$ cat config.mk
export PLATFORM = sky130hd
export DESIGN_NAME = icache
export DESIGN_NICKNAME = d
export VERILOG_FILES = /design/src/rtl/icache.sv
export SDC_FILE = /design/constraint.sdc
export NUM_CORES = 2
export LEC_CHECK = 0
export ABC_AREA = 0
export CORE_MARGIN = 2
export CORE_UTILIZATION = 67
export DETAILED_ROUTE_END_ITERATION = 12
export PLACE_DENSITY_LB_ADDON = 0.3
export SYNTH_ARGS = -nofsm -noshare
export SYNTH_HDL_FRONTEND = slang
export SYNTH_SLANG_ARGS = --single-unit
$ cat constraint.sdc
create_clock -name clk -period 12.05 [get_ports clk]
set_input_delay 1.205 -clock clk [delete_from_list [all_inputs] [get_ports clk]]
set_output_delay 1.205 -clock clk [all_outputs]
set_load 0.05 [all_outputs]
$ cat src/rtl/icache.sv
// Direct-mapped, read-only instruction cache with a single-line refill engine.
// Lookup is combinational; a miss refills a whole line over a req/valid handshake.
module icache #(
    parameter int LINES = 16,
    parameter int WORDS = 4
) (
    input  logic        clk,
    input  logic        rst,
    input  logic [31:0] pc,
    input  logic        invalidate,
    output logic [31:0] instr,
    output logic        ready,
    output logic        mem_req,
    output logic [31:0] mem_addr,
    input  logic [31:0] mem_rdata,
    input  logic        mem_valid,
    output logic [31:0] hit_cnt,
    output logic [31:0] miss_cnt
);

    localparam int W  = $clog2(WORDS);
    localparam int L  = $clog2(LINES);
    localparam int TW = 32 - W - L - 2;
    localparam logic [31:0] NOP = 32'h0000_0013;
    localparam logic [W-1:0] LAST_WORD = W'(WORDS - 1);

    typedef enum logic {
        IDLE   = 1'b0,
        REFILL = 1'b1
    } state_t;

    state_t            r_state;
    state_t            w_state_nxt;
    logic [LINES-1:0]  r_valid;
    logic [TW-1:0]     r_tag  [LINES];
    logic [31:0]       r_data [LINES][WORDS];
    logic              r_pend_inv;
    logic [31:0]       r_mem_addr;
    logic [W-1:0]      r_word_cnt;
    logic [31:0]       r_hit_cnt;
    logic [31:0]       r_miss_cnt;

    logic [L-1:0]      w_idx;
    logic [W-1:0]      w_off;
    logic [TW-1:0]     w_tag;
    logic [L-1:0]      w_ridx;
    logic [TW-1:0]     w_rtag;
    logic [31:0]       w_base;
    logic              w_hit;
    logic              w_last;
    logic              w_unused_pc;

    function automatic logic [31:0] sat_inc(input logic [31:0] v);
        return (v == 32'hFFFF_FFFF) ? v : v + 32'd1;
    endfunction

    assign w_off       = pc[2 +: W];
    assign w_idx       = pc[W+2 +: L];
    assign w_tag       = pc[W+L+2 +: TW];
    assign w_base      = {pc[31:W+2], {(W+2){1'b0}}};
    assign w_unused_pc = ^pc[1:0];

    // During a refill the line being written is addressed by the latched address, not pc.
    assign w_ridx = r_mem_addr[W+2 +: L];
    assign w_rtag = r_mem_addr[W+L+2 +: TW];

    assign w_hit  = (r_state == IDLE) && r_valid[w_idx] && (r_tag[w_idx] == w_tag);
    assign w_last = (r_state == REFILL) && mem_valid && (r_word_cnt == LAST_WORD);

    assign ready    = w_hit;
    assign instr    = w_hit ? r_data[w_idx][w_off] : NOP;
    assign mem_req  = (r_state == REFILL);
    assign mem_addr = r_mem_addr;
    assign hit_cnt  = r_hit_cnt;
    assign miss_cnt = r_miss_cnt;

    always_ff @(posedge clk or negedge rst) begin
        if (!rst) begin
            r_state <= IDLE;
        end else begin
            r_state <= w_state_nxt;
        end
    end

    always_comb begin
        w_state_nxt = r_state;
        case (r_state)
            IDLE:    if (!w_hit) w_state_nxt = REFILL;
            REFILL:  if (w_last) w_state_nxt = IDLE;
            default: w_state_nxt = IDLE;
        endcase
    end

    always_ff @(posedge clk or negedge rst) begin
        if (!rst) begin
            r_valid    <= '0;
            r_pend_inv <= 1'b0;
            r_mem_addr <= '0;
            r_word_cnt <= '0;
            r_hit_cnt  <= '0;
            r_miss_cnt <= '0;
        end else begin
            case (r_state)
                IDLE: begin
                    // Clearing here and setting the refilled bit later keeps a fresh fill valid.
                    if (invalidate) r_valid <= '0;
                    if (w_hit) begin
                        r_hit_cnt <= sat_inc(r_hit_cnt);
                    end else begin
                        r_mem_addr <= w_base;
                        r_word_cnt <= '0;
                        r_miss_cnt <= sat_inc(r_miss_cnt);
                    end
                end
                REFILL: begin
                    if (w_last) begin
                        if (invalidate || r_pend_inv) begin
                            r_valid <= '0;
                        end else begin
                            r_valid[w_ridx] <= 1'b1;
                        end
                        r_pend_inv <= 1'b0;
                    end else begin
                        if (invalidate) r_pend_inv <= 1'b1;
                        if (mem_valid) begin
                            r_word_cnt <= r_word_cnt + W'(1);
                            r_mem_addr <= r_mem_addr + 32'd4;
                        end
                    end
                end
                default: ;
            endcase
        end
    end

    // Tag and data arrays carry no reset; the valid bits alone qualify their contents.
    always_ff @(posedge clk) begin
        if (r_state == REFILL && mem_valid) begin
            r_data[w_ridx][r_word_cnt] <= mem_rdata;
        end
        if (w_last) begin
            r_tag[w_ridx] <= w_rtag;
        end
    end

endmodule

Yosys cells after proc, flatten, opt, wreduce, memory -nomap -nowiden
Memory sizes are Yosys's and may differ from the RTL's.
Index checks and enable logic that the tools add are counted.

storage, ports and cells
  flip-flop bits (word level) = 116
  logic and storage cells = 79
  bits in latches = 0
  memories = 2
  output and inout port bits = 130
  bits in writable memories = 2,432
  input bits = 68
  ROM bits = 0

cells by class
  muxes and demuxes = 31
  shift operators = 0
  bitwise logic cells = 7
  order comparisons = 6
  divide/modulo/power cells = 0
  equality and inequality tests = 9
  add/subtract/negate cells = 4
  multipliers = 0
  reduce and logical (&&, ||, !) cells = 13

memories
  name    words  bits a word  rd ports  clocked after memory_dff  write ports  RTL line  text
  r_data  16     128          1         0                         1            36        logic [31:0] r_data [LINES][WORDS];
  r_tag   16     24           1         0                         1            35        logic [TW-1:0] r_tag [LINES];

operator list
  operator                                                                             number
  32-bit 2-to-1 mux                                                                    7
  128-bit 2-to-1 mux                                                                   1
  32-bit by 1-bit adder with 32-bit output, second input constant                      2
  32-bit binary-select mux with 2-bit select                                           1
  32-bit demux with 2-bit select                                                       1
  32-bit == test, second input constant                                                2
  32-bit case mux with 2 select lines                                                  1
  16-bit 2-to-1 mux                                                                    3
  32-bit by 3-bit adder with 32-bit output, second input constant                      1
  16-bit case mux with 2 select lines                                                  1
  24-bit == test                                                                       1
  16-bit bitwise OR                                                                    1
  4-bit by 5-bit < comparator with 1-bit output, second input constant                 2
  1-bit 2-to-1 mux                                                                     9
  3-bit AND reduction                                                                  3
  2-bit inequality test, second input constant                                         4
  3-bit greater-or-equal comparator, second input constant                             2
  1-bit logical AND                                                                    6
  2-bit 2-to-1 mux                                                                     3
  2-bit inverter with 3-bit output                                                     2
  1-bit binary-select mux with 4-bit select                                            1
  1-bit demux with 4-bit select                                                        1
  4-bit by 1-bit greater-or-equal comparator with 1-bit output, second input constant  1
  1-bit inverter                                                                       4
  9 further kinds                                                                      10

Depth between registers and ports, before layout
  word-level depth = 8
  mapped depth = 15
  gate-level depth less buffers = 10

Worst setup path before layout
No wires, ideal clock.

  kind = input port to output port
  start point = in pc[4]
  end point = out instr[13]
  slack = 5.852 ns
  stages = 14
  data required time = 10.845 ns
  data arrival time = 4.993 ns
  buffers on the path = 6
  path through = buf_4 > buf_6 > buf_4 > buf_4 > mux2_2 > o22ai_1 > nor3_1 > nand3b_1 > a221oi_1 > nor4b_4 > nand3_1 > buf_2 > buf_1 > a211oi_1

between the ends
  word-level cells in the longest chain between the ends = 5
  elaborated cells on any way between the ends = 11
  classes of those cells = eq/ne: 1; mux: 6; reduce/logical: 2; memory: 2

RTL lines
  element                                                                                    RTL line  text
  start: declaration                                                                         9         input logic [31:0] pc,
  memory 16 x 128 bit or 1-bit binary-select mux with 4-bit select (tied branches)           -
  32-bit binary-select mux with 2-bit select or 1-bit 2-to-1 mux (tied branches)             71, 67
  32-bit 2-to-1 mux (not written as such) or 1-bit logical AND (tied branches) (2 in a row)  71, 67
  32-bit 2-to-1 mux *                                                                        71        assign instr = w_hit ? r_data[w_idx][w_off] : NOP;
  end: declaration                                                                           11        output logic [31:0] instr,

Every way passes the cells marked *; elsewhere a longest branch is shown, timed or not. The select of a mux whose other input is x is not followed.

Final worst setup path
  start point = in pc[5]
  end point = out instr[29]

The elaborated chain is that of the path after synthesis.

==> reports/metrics.csv <==
metric,value,unit
status,"finished, violations left",
failed_checks,antenna rules,
cts.repair.resized,0,
slew_headroom,5.31,%
ys_seq_elements,2546,
yosysTopAreaCell,edfxtp_1,
first_pass_iters,8,
via_per_inst,7.65,
ir_drop,0.193,mV
cp_max_fo,88,
skew,0.0278,ns
wl_per_cell,40.4,um
netlist_top_cells_area,"edfxtp_1 (74%), mux4_2 (17%), dfrtp_1 (2.9%)",
p_comb_share,9.8,%
min_period,8.81,ns
cts.path.max_buffers,3,
clk_latency,0.89,ns
row_count,140,
nets,4679,
finish.utilization,76.1,%
drtIter0Drc,8512,
p_int,0.0151,W
r2r_start,r_tag[6][0]$_DFFE_PP_,
area_growth,12.4,%
p_sw,0.00506,W
maxSlewViolCount,0,
r2r-end,mem_addr[13]$_DFFE_PN0P_,
start_util,67.6,%
fmaxAchievable,114,MHz
wirelength,272,mm
grt_pass1_vias,52106,
cap_viol_max_count,0,
arrival,7.60,ns
post-route-period-util,73.1,%
synthDistinctLibCells,68,
die_x,388,um
synth_top_area_share,73.9,%
die_y,388,um
ff2ff_setup_slack,7.19,ns
synth_area_per_cell,23.0,um2
tns,0,ns
grt_pass1_wl,388,mm
ys_warn_count,0,
power_leakage,35.1,nW
cts.hold.buffers_added,0,
grt_overflow_total,0,
cts_root_buf,clkbuf_16,
port_buffers,193,
p_per_area,181,nW/um2
gp_congestion,0.855,
htreeDepth,4,
setup_violations,0,
dp.cells,6286,
critPathKind,input pin to output port,
io_pins,198,
synth_seq_area_share,76.8,%
track_usage,36.9,%
dp_hpwl,128,mm
end_kind,output port,
core,146000,um2
post_cts_buffers,0,
cts_tree,built,
cp.required,10.85,ns
hold_viol_final,0,
drive_gt1_share,28.0,%
cts_made_buffers,233,
async_reset_ff_share,4.48,%
vias,51521,
critPathLaunchType,input pin,
layoutNonFillerInstCount,6739,
remaining_drc_errors,0,
die_area,151000,um2
synth_edf_count,2432,
ys.flop_type,edfxtp_1,
r2r_cells,10,
p_sw_share,25.1,%
cts.reportedPaths.clkPinSlew,0.06,ns
rsz0062_at_grt,false,
antenna_left,1,
tightestPinTransition,1.41,ns
p_clk_share,37.5,%
netlist_instances,4294,
grt_max_degree,124,
sequentialPowerShare,52.6,%
antenna_found_initial,23,
clock_sinks,2546,
syn_area,98800,um2
min_path_type,input pin to async pin,
-- critical path, stage by stage --
cell	delay, ns
buf_8	0.58
buf_4	0.90
mux2i_1	0.34
xor2_1	0.30
nand2_1	0.10
mux4_2	0.53
nor4b_4	0.82
nand3_4	0.51
buf_4	0.49
a211oi_1	0.70
clkdlybuf4s50_1	0.97
-- metrics by stage --
stage / area (um2) / power (W) / setup slack (ns) / hold slack [ns]
floorplan: 98800 / 0.0117 / 5.85 / 0.457
global placement: 103000 / 0.0125 / 3.38 / 0.473
detailed placement: 103000 / 0.0126 / 3.37 / 0.482
CTS: 111000 / 0.0201 / 3.32 / 0.345
global route: 111000 / 0.0206 / 3.03 / 0.410
finish: 111000 / 0.0202 / 3.24 / 0.378
-- state kept, by name (all words and copies together) (netlist names), 2 cells and up --
signal / flops
r_tag: 384
hit_cnt: 32
r_data: 2048
miss_cnt: 32
r_valid: 16
r_word_cnt: 2
mem_addr: 30
-- power by group through the flow --
stage / Combinational, W / Sequential (W) / Clock [W]
CTS: 0.00195 / 0.0106 / 0.00761
detailed placement: 0.00188 / 0.0108 / 0
finish: 0.00198 / 0.0106 / 0.00757
global placement: 0.00183 / 0.0107 / 0
floorplan: 0.000905 / 0.0108 / 0
global route: 0.00204 / 0.0106 / 0.00789
-- layer usage --
metal	vias to the layer above	wire length, um	global-route usage, %
li1	18869	-	-
met1	26818	89300	48.9
met2	4821	134000	58.6
met3	997	34300	9.26
met4	16	14900	18.0
met5	-	138	0
-- final cells by class --
class,count,area [um2]
sequential,2546,75900
fill,6921,35000
multi-input combinational,1495,22300
clock buffer,280,6120
timing repair buffer,304,2670
tap,1917,2400
clock inverter,158,1570
inverter,24,97.6
antenna,15,37.5
-- cells in the final DEF (no fill, tap or decap), types with 32 or more instances in the layout --
cell / n
mux4_2: 755
nor2_4: 64
dfrtp_1: 114
nand3_1: 33
xnor2_1: 50
nand2_1: 61
buf_4: 108
a211oi_1: 37
clkbuf_1: 41
nor2_1: 58
clkdlybuf4s50_1: 154
xor2_1: 47
buf_2: 33
clkinv_1: 57
edfxtp_1: 2432
a21oi_1: 32
clkinv_2: 57
mux2i_1: 51
clkbuf_16: 238
-- worst max-delay path by stage --
stage | cells past startpoint | endpoint | startpoint
final | 11 | instr[29] | pc[5]
after global routing | 12 | instr[4] | pc[4]
after CTS | 11 | instr[24] | pc[5]
after detailed placement | 12 | instr[29] | pc[5]
after global placement | 12 | instr[24] | pc[5]
after floorplan | 14 | instr[13] | pc[4]
-- synthesized netlist by cell type, drive strengths merged, types with 6 or more instances --
cell type  number
nor4           16
dfrtp         114
clkbuf        126
mux4          755
o21ai          16
edfxtp       2432
o22ai          20
ha              7
xor2           47
a211oi         37
nand4          19
or3             6
nand2b          7
nor2          122
buf           104
mux2           14
nand3          38
nand2          61
a21o            9
inv            22
and3           28
a21oi          32
mux2i          51
nor3           23
a31oi          22
nor4b           6
xnor2          50
nor2b          31
and2           19
-- cell families after synthesis --
group,share of synthesized area [%]
other,0.00379
adder cells (fa/ha/maj),0.0886
multiplexers,17.9
buffers and inverters,1.13
AO/OA/AOI/OAI,1.23
flip-flops,76.8
XOR/XNOR,0.860
AND/OR/NAND/NOR,2.02
(Power assumes the default switching activity.)
